File: src/rtl/counter_mode_controller_pkg.sv
// Shared encodings for the counter mode controller: FSM states and the
// {S1,S0} mode codes understood by the downstream universal counter.
package counter_ctrl_pkg;

  typedef enum logic [1:0] {
    ST_IDLE = 2'd0,
    ST_RUN  = 2'd1,
    ST_LOAD = 2'd2
  } state_e;

  localparam logic [1:0] MODE_HOLD = 2'b00;
  localparam logic [1:0] MODE_UP   = 2'b01;
  localparam logic [1:0] MODE_DOWN = 2'b10;
  localparam logic [1:0] MODE_LOAD = 2'b11;

  // A step cycle is any cycle in which the counter actually moves.
  function automatic logic is_step(input logic [1:0] mode);
    return (mode == MODE_UP) || (mode == MODE_DOWN);
  endfunction

endpackage

File: src/rtl/counter_mode_controller_if.sv
// Button/switch inputs and counter-facing outputs of the mode controller.
// master = controller side, slave = buttons plus the counter.
interface counter_mode_controller_if #(
  parameter int length = 10,
  parameter int WRAPW  = 8
);
  logic              StartStop;
  logic              Load;
  logic              Direction;
  logic              OneShot;
  logic [length-1:0] LoadValue;
  logic              TerminalCount;
  logic              S1;
  logic              S0;
  logic [length-1:0] P;
  logic              Running;
  logic [WRAPW-1:0]  WrapCount;

  modport master (
    input  StartStop, Load, Direction, OneShot, LoadValue, TerminalCount,
    output S1, S0, P, Running, WrapCount
  );

  modport slave (
    output StartStop, Load, Direction, OneShot, LoadValue, TerminalCount,
    input  S1, S0, P, Running, WrapCount
  );
endinterface

File: src/rtl/counter_mode_controller_sync_edge_detect.sv
// Two-flop synchronizer for an asynchronous input, with its synchronized
// level and a one-cycle pulse on each rising edge of that level.
module sync_edge_detect (
  input  logic CLK,
  input  logic RESET,
  input  logic async_i,
  output logic level_o,
  output logic pulse_o
);

  logic sync1_q;
  logic sync2_q;
  logic sync2_dly_q;

  always_ff @(posedge CLK or posedge RESET) begin
    if (RESET) begin
      sync1_q     <= 1'b0;
      sync2_q     <= 1'b0;
      sync2_dly_q <= 1'b0;
    end else begin
      sync1_q     <= async_i;
      sync2_q     <= sync1_q;
      sync2_dly_q <= sync2_q;
    end
  end

  assign level_o = sync2_q;
  assign pulse_o = sync2_q & ~sync2_dly_q;

endmodule

File: src/rtl/counter_mode_controller.sv
// Mode controller upstream of the 10-bit universal counter: run/idle/load FSM,
// step prescaler and saturating wrap-around counter.
module counter_mode_controller
  import counter_ctrl_pkg::*;
#(
  parameter int length  = 10,
  parameter int DIVISOR = 4,
  parameter int WRAPW   = 8
) (
  input logic CLK,
  input logic RESET,
  counter_mode_controller_if.master ctl
);

  localparam int                   PRESC_W    = (DIVISOR > 1) ? $clog2(DIVISOR) : 1;
  localparam logic [PRESC_W-1:0]   PRESC_LAST = PRESC_W'(DIVISOR - 1);
  localparam logic [WRAPW-1:0]     WRAP_MAX   = '1;

  // Bit 0 = StartStop, bit 1 = Load, bit 2 = Direction.
  logic [2:0] async_vec;
  logic [2:0] level_vec;
  logic [2:0] pulse_vec;
  logic       sync_unused;

  assign async_vec = {ctl.Direction, ctl.Load, ctl.StartStop};

  generate
    for (genvar gi = 0; gi < 3; gi++) begin : g_sync
      sync_edge_detect u_sync (
        .CLK     (CLK),
        .RESET   (RESET),
        .async_i (async_vec[gi]),
        .level_o (level_vec[gi]),
        .pulse_o (pulse_vec[gi])
      );
    end
  endgenerate

  logic ss_edge;
  logic ld_edge;
  logic dir_down;

  assign ss_edge     = pulse_vec[0];
  assign ld_edge     = pulse_vec[1];
  assign dir_down    = level_vec[2];
  assign sync_unused = ^{level_vec[1:0], pulse_vec[2]};

  state_e             state_q, state_d;
  state_e             ret_q, ret_d;
  state_e             settled;
  state_e             target;
  logic [PRESC_W-1:0] presc_q, presc_d;
  logic [1:0]         mode_q, mode_d;
  logic [length-1:0]  p_q, p_d;
  logic               running_q, running_d;
  logic [WRAPW-1:0]   wrap_q, wrap_d;

  always_ff @(posedge CLK or posedge RESET) begin
    if (RESET) begin
      state_q   <= ST_IDLE;
      ret_q     <= ST_IDLE;
      presc_q   <= '0;
      mode_q    <= MODE_HOLD;
      p_q       <= '0;
      running_q <= 1'b0;
      wrap_q    <= '0;
    end else begin
      state_q   <= state_d;
      ret_q     <= ret_d;
      presc_q   <= presc_d;
      mode_q    <= mode_d;
      p_q       <= p_d;
      running_q <= running_d;
      wrap_q    <= wrap_d;
    end
  end

  always_comb begin
    state_d   = state_q;
    ret_d     = ret_q;
    presc_d   = presc_q;
    mode_d    = MODE_HOLD;
    p_d       = p_q;
    wrap_d    = wrap_q;
    running_d = 1'b0;

    // LOAD is transparent: decisions are taken against where it will return.
    settled = (state_q == ST_LOAD) ? ret_q : state_q;
    target  = settled;
    if (ss_edge) begin
      target = (settled == ST_RUN) ? ST_IDLE : ST_RUN;
    end

    if (is_step(mode_q) && ctl.TerminalCount) begin
      if (wrap_q != WRAP_MAX) begin
        wrap_d = wrap_q + WRAPW'(1);
      end
      if (ctl.OneShot) begin
        target = ST_IDLE;
      end
    end

    if (ld_edge) begin
      state_d = ST_LOAD;
      ret_d   = target;
      mode_d  = MODE_LOAD;
      p_d     = ctl.LoadValue;
      presc_d = '0;
    end else begin
      state_d = target;
      if (target == ST_RUN && state_q == ST_RUN) begin
        if (presc_q == PRESC_LAST) begin
          presc_d = '0;
          mode_d  = dir_down ? MODE_DOWN : MODE_UP;
        end else begin
          presc_d = presc_q + PRESC_W'(1);
        end
      end else if (target == ST_RUN) begin
        presc_d = '0;
      end
    end

    running_d = (state_d == ST_RUN) || (state_d == ST_LOAD && ret_d == ST_RUN);
  end

  assign ctl.S1        = mode_q[1];
  assign ctl.S0        = mode_q[0];
  assign ctl.P         = p_q;
  assign ctl.Running   = running_q;
  assign ctl.WrapCount = wrap_q;

endmodule
File: src/flat_wrapper.sv
// flat-port wrapper written by rule: the top's interface ports become plain ports
module counter_mode_controller_flat import counter_ctrl_pkg::*;
#(
  parameter int length  = 10,
  parameter int DIVISOR = 4,
  parameter int WRAPW   = 8
)
  (CLK, RESET, ctl_StartStop, ctl_Load, ctl_Direction, ctl_OneShot, ctl_LoadValue, ctl_TerminalCount, ctl_S1, ctl_S0, ctl_P, ctl_Running, ctl_WrapCount);
  counter_mode_controller_if #(.length(length), .WRAPW(WRAPW)) ctl_i ();
  input logic CLK;
  input logic RESET;
  input wire logic [$bits(ctl_i.StartStop)-1:0] ctl_StartStop;
  input wire logic [$bits(ctl_i.Load)-1:0] ctl_Load;
  input wire logic [$bits(ctl_i.Direction)-1:0] ctl_Direction;
  input wire logic [$bits(ctl_i.OneShot)-1:0] ctl_OneShot;
  input wire logic [$bits(ctl_i.LoadValue)-1:0] ctl_LoadValue;
  input wire logic [$bits(ctl_i.TerminalCount)-1:0] ctl_TerminalCount;
  output wire logic [$bits(ctl_i.S1)-1:0] ctl_S1;
  output wire logic [$bits(ctl_i.S0)-1:0] ctl_S0;
  output wire logic [$bits(ctl_i.P)-1:0] ctl_P;
  output wire logic [$bits(ctl_i.Running)-1:0] ctl_Running;
  output wire logic [$bits(ctl_i.WrapCount)-1:0] ctl_WrapCount;
  assign ctl_i.StartStop = ctl_StartStop;
  assign ctl_i.Load = ctl_Load;
  assign ctl_i.Direction = ctl_Direction;
  assign ctl_i.OneShot = ctl_OneShot;
  assign ctl_i.LoadValue = ctl_LoadValue;
  assign ctl_i.TerminalCount = ctl_TerminalCount;
  assign ctl_S1 = ctl_i.S1;
  assign ctl_S0 = ctl_i.S0;
  assign ctl_P = ctl_i.P;
  assign ctl_Running = ctl_i.Running;
  assign ctl_WrapCount = ctl_i.WrapCount;
  counter_mode_controller #(.length(length), .DIVISOR(DIVISOR), .WRAPW(WRAPW)) u_core (.CLK(CLK), .RESET(RESET), .ctl(ctl_i));
endmodule
File: config.mk
export PLATFORM = sky130hd
export DESIGN_NAME = counter_mode_controller_flat
export DESIGN_NICKNAME = d
export VERILOG_FILES = /design/src/rtl/counter_mode_controller_pkg.sv /design/src/rtl/counter_mode_controller_if.sv /design/src/rtl/counter_mode_controller_sync_edge_detect.sv /design/src/rtl/counter_mode_controller.sv /design/src/flat_wrapper.sv
export SDC_FILE = /design/constraint.sdc
export NUM_CORES = 1
export LEC_CHECK = 0
export BUFFER_PORTS_ARGS = -buffer_cell sky130_fd_sc_hd__buf_2
export CAP_MARGIN = 20
export CORE_AREA = 2 2 60 62
export CTS_CLUSTER_SIZE = 8
export DETAILED_ROUTE_END_ITERATION = 7
export DIE_AREA = 0 0 62 64
export GPL_TIMING_DRIVEN = 0
export PLACE_DENSITY = 0.67
export SLEW_MARGIN = 15
export SYNTH_ARGS = -nofsm -noshare
export SYNTH_HDL_FRONTEND = slang
export SYNTH_SLANG_ARGS = --single-unit
File: constraint.sdc
create_clock -name CLK -period 3.07 [get_ports CLK]
set_input_delay 0.1535 -clock CLK [delete_from_list [all_inputs] [get_ports CLK]]
set_output_delay 0.1535 -clock CLK [all_outputs]
set_load 0.02 [all_outputs]
# Yosys cells after proc, flatten, opt, wreduce, memory -nomap -nowiden
# Cells that the tools add are included.
dict set report classes {
  addsub 2
  muxes 15
  eq_ne 11
  n_reduce_logical 7
  bitwise 4
}
# operator count
set ops {}
lappend ops {{2-bit two-way mux} 14}
lappend ops {{2-bit by 1-bit equality test with 1-bit output (second input constant)} 6}
lappend ops {{8-bit by 1-bit adder with 8-bit output (second input constant)} 1}
lappend ops {{2-bit equality test (second input constant)} 4}
lappend ops {{8-bit inequality test (second input constant)} 1}
lappend ops {{1-bit logical AND} 3}
lappend ops {{3-bit nonzero test} 1}
lappend ops {{2-bit by 1-bit adder with 2-bit output (second input constant)} 1}
lappend ops {{1-bit AND} 2}
lappend ops {{1-bit logical OR} 2}
lappend ops {{1-bit NOT} 2}
lappend ops {{2-bit AND reduction} 1}
lappend ops {{1-bit two-way mux} 1}
dict set report totals {
  elab_cells 54
  reg_bits 35
}

# Logic depth before layout (Yosys ltp)
dict set report logic_depth {
  word_depth 11
  mapped_depth 5
}

# By module
# Synthesis repeated with hierarchy kept, for this count alone.
dict set report hier_totals {
  cells_unflattened 116
  area_unflattened_um2 1521.5
}
# module area_per_inst_um2 seq_area_each_um2 cells_per_inst instances
set modules_own_cells {}
lappend modules_own_cells {counter_mode_controller 1243.7 675.6 101 1}
lappend modules_own_cells {sync_edge_detect 92.6 75.1 5 3}

# Worst setup path after synthesis
# No wires, ideal clock.
dict set report synth_timing {
  kind {reg2reg}
  start {register u_core.wrap_q[0] (netlist: u_core.ctl.WrapCount[0])}
  end {register u_core.wrap_q[1] (netlist: u_core.ctl.WrapCount[1])}
  path_stages_with_launch 4
  t_arrival_ns 1.350
  required_time_ns 2.945
  slack_ns 1.595
  setup_time_ns 0.125
  path_cell_list {dfrtp_1 -> ha_1 -> a41o_2 -> mux2_4}
}
dict set report synth_between {
  elab_chain_cells 2
  elab_cells_between_ends 3
}
# element line_no
set synth_rtl {}
lappend synth_rtl {{from (decl)} counter_mode_controller.sv:56} ;# logic [WRAPW-1:0] wrap_q, wrap_d;
lappend synth_rtl {{from (signal assigned)} counter_mode_controller.sv:74} ;# wrap_q <= wrap_d;
lappend synth_rtl {{branches (longest 2 deep; another with 8-bit by 1-bit adder with 8-bit output)} -}
# Parallel ways; which one is timed is not known.
# A chain may end at the register's enable or synchronous reset.

# Final worst setup path
# Same ends and word-level chain as after synthesis.

==> metrics.md <==
| Metric | Value |
|---|---|
| RSZ-0062 raised after global routing | false |
| Worst clock skew | 3.80 ps |
| Power, Total | 1.24 mW |
| Input/output buffers | 37 |
| Post-layout instance area | 1870 um^2 |
| Most common cell in the netlist | nand2_1 |
| Die area | 3970 um^2 |
| Combinational cell fraction of total power | 0.270 |
| Die Height | 64 um |
| Mapped Cells | 131 |
| Crit path DAT | 1690 ps |
| Final setup viols | 0 |
| Critical setup path kind | register to register |
| Hpwl dp | 2.03 mm |
| FFs w/ async S/R, synth | 1.00 |
| Vias per cell | 4.80 |
| Vias | 1128 |
| CTS tree | yes |
| Post-Synth XOR/XNOR Area | 0.0483 |
| Fmax | 682 MHz |
| Worst Hold Class | primary input to register |
| Post-DP Area | 1670 um^2 |
| Post-route minimum period | 1470 ps |
| Share of cells above drive strength 1 | 0.275 |
| Starting DRT DRC Count | 28 |
| Clock latency at the later pin of the worst-skew pair | 330 ps |
| Synth unique cells | 35 |
| Most used DFF post-synth | dfrtp_1 |
| WL per Instance | 12.4 um |
| Vias in the first global route | 1210 |
| Area grow syn2layout | 31.0% |
| Worst VDD drop | 0.000345 V |
| Crit path required time | 3300 ps |
| Routed Antenna Nets | 0 |
| Post-synth EDFFs | 0 |
| Sequential Power Share | 0.506 |
| Placed cells | 214 |
| Worst relative slew slack | 0.533 |
| Filler cells | 301 |
| Post-synth top area cell | dfrtp_1 |
| Final Max Slew Viols | 0 |
| Grt met2 use | 0.298 |
| GRT overflow | 0 |
| Power density over cell area | 664 nW/um^2 |
| Cell internal pwr | 0.821 mW |
| Antenna violations before repair | 0 |
| Cell Area, Synth | 1420 um^2 |
| P_leak | 0.941 nW |
| Synth area leaders | dfrtp_1 62%, nand2_1 10%, xnor2_1 1.8% |
| Met3 Usage GRT | 0.0587 |
| Ant. Diodes | 0 |
| Die Width | 62 um |
| Worst-path maximum fanout | 7 |
| CTS buffer count | 5 |
| Clock tree root buffer cell | clkbuf_4 |
| Yosys top cell area share | 0.615 |
| Net Switching | 0.418 mW |
| Largest family of logic cells by synthesized area | simple AND/OR/NAND/NOR gates |
| CTS Sinks | 35 |
| Most crowded layer after global routing | met2 |
| Non-Filler Instances | 235 |
| CP Capture Type | register |
| Starting Density | 0.434 |
| Core area | 3280 um^2 |
| # nets final | 207 |
| First-pass GRT wire length | 5.29 mm |
| Hold_ws | 30.4 ps |
| Drt total wl | 2.91 mm |
| Syn nets | 150 |
| Fin Setup TNS | 0 ps |
| Synth Warn # | 0 |
| Post-synthesis mux area share | 0.0176 |
| Worst Max-Slew Pin Slew | 699 ps |
| Drt pass-1 iters | 4 |
| GP Congestion | 0.824 |
| Synth Area in Compound Gates | 0.0914 |
| Htree depth | 2 |
| Sequential area share after synthesis | 0.615 |
| DRC | 0 |
| Clk pin slew, worst setup/hold paths | 100 ps |
| Fin. Hold Viols | 0 |
| Syn_area_per_cell | 10.9 um^2 |
| Post-synth top cells | 38 x nand2_1, 35 x dfrtp_1, 5 x a21oi_1, 4 x nand3_1 |
| Post-synthesis adder-cell area fraction | 0.0176 |
| Status | completed |
| Longest Clk Path Bufs | 2 |
| Global-route usage over all layers | 0.182 |
| Max-Cap Viols | 0 |
| Grt met1 use | 0.217 |
| Flops & latches, synth | 35 |
| Fin crit share | 0.478 |
| I/O pins | 38 |
| Largest net degree at the start of global routing | 36 |
| Startpoint Class | register |
| Simple-Gate Fraction of Synth Area | 0.194 |
| Clock share of power | 0.225 |
| Switching Fraction | 0.338 |
| Cell Rows | 21 |
| Post-CTS setup repair buffer count | 0 |
-- placed cells by master, fill, tap and decap left out, types with 3 or more instances in the layout --
cell type	netlist	layout
nand2_1	38	38
buf_2	0	37
dfrtp_1	35	35
dlygate4sd3_1	0	13
a21oi_1	5	5
clkbuf_4	0	5
clkbuf_1	3	4
nand3_1	4	4
nor2b_1	3	3
xnor2_1	3	3
nor3_1	3	3
o21ai_0	3	3
xor2_1	3	3
-- final timing paths --
| path | from | to | slack [ps] | cells after the start |
|---|---|---|---|---|
| hold / removal | ctl_LoadValue[5] | u_core.ctl.P[5]$_DFFE_PP0P_ | 30 | 3 |
| max in group asynchronous | RESET | u_core.presc_q[1]$_DFFE_PP0P_ | 2150 | 3 |
| hold reg to reg | u_core.g_sync[1].u_sync.sync1_q$_DFF_PP0_ | u_core.g_sync[1].u_sync.level_o$_DFF_PP0_ | 370 | 0 |
| setup reg to reg | u_core.ctl.WrapCount[0]$_DFFE_PP0P_ | u_core.ctl.WrapCount[1]$_DFFE_PP0P_ | 1600 | 3 |
| min in group asynchronous | RESET | u_core.ctl.P[5]$_DFFE_PP0P_ | 460 | 3 |
| setup / recovery | u_core.ctl.WrapCount[0]$_DFFE_PP0P_ | u_core.ctl.WrapCount[1]$_DFFE_PP0P_ | 1600 | 3 |
-- power groups by stage --
stage,combinational (mW),sequential (mW),clock [mW]
after global routing,0.378,0.643,0.312
after floorplan,0.156,0.686,0
final,0.334,0.627,0.278
after global placement,0.311,0.623,0
after detailed placement,0.325,0.634,0
after CTS,0.337,0.625,0.291
-- per-layer routing --
layer / part of all wire / vias to the layer above
li1: - / 560
met1: 0.43 / 532
met5: 0 / -
met2: 0.50 / 31
met3: 0.056 / 5
met4: 0.015 / 0
-- logic make-up (layout without fill, tap and decap cells) --
family,count (synthesis),after routing
and+or+nand+nor,60,60
DFF,35,35
adders and majority gates,2,2
AOI/OAI and AO/OA,19,19
xor gates and xnor gates,7,7
muxes,2,2
buffers and inverters,6,64
-- flip-flops by register name, indices dropped and copies added, names as in the netlist --
name,cells
u_core.state_q,2
u_core.ctl.WrapCount,8
u_core.mode_q,2
u_core.presc_q,2
u_core.g_sync.u_sync.level_o,3
u_core.g_sync.u_sync.sync2_dly_q,2
u_core.ctl.Running,1
u_core.ret_q,2
u_core.g_sync.u_sync.sync1_q,3
u_core.ctl.P,10
-- area by class of cell --
class	instances	area [um^2]	share of cell area
flip-flops and latches	35	876	0.469
well taps	46	57.6	0.0309
plain buffers	3	11.3	0.00604
repair buffers	50	315	0.169
multi-input cells	90	526	0.282
clock buffers	8	68.8	0.0369
inverters	3	11.3	0.00604
-- what timing repair did --
item,in CTS,in global routing
hold buffers,13,0
resized for setup,0,0
endpoints found under the hold margin,47,0
-- critical path, cell delays in order (launching register included) --
cell     delay, ps
dfrtp_1        430
ha_1           300
a41o_2         330
mux2_4         300
-- metrics by stage --
step	setup WS (ps)	utilization
final	1600	0.568
after global routing	1430	0.568
after CTS	1590	0.568
after detailed placement	1610	0.507
after global placement	1630	0.507
after floorplan	1590	-
Note: power is estimated with default switching activity, not from simulation.
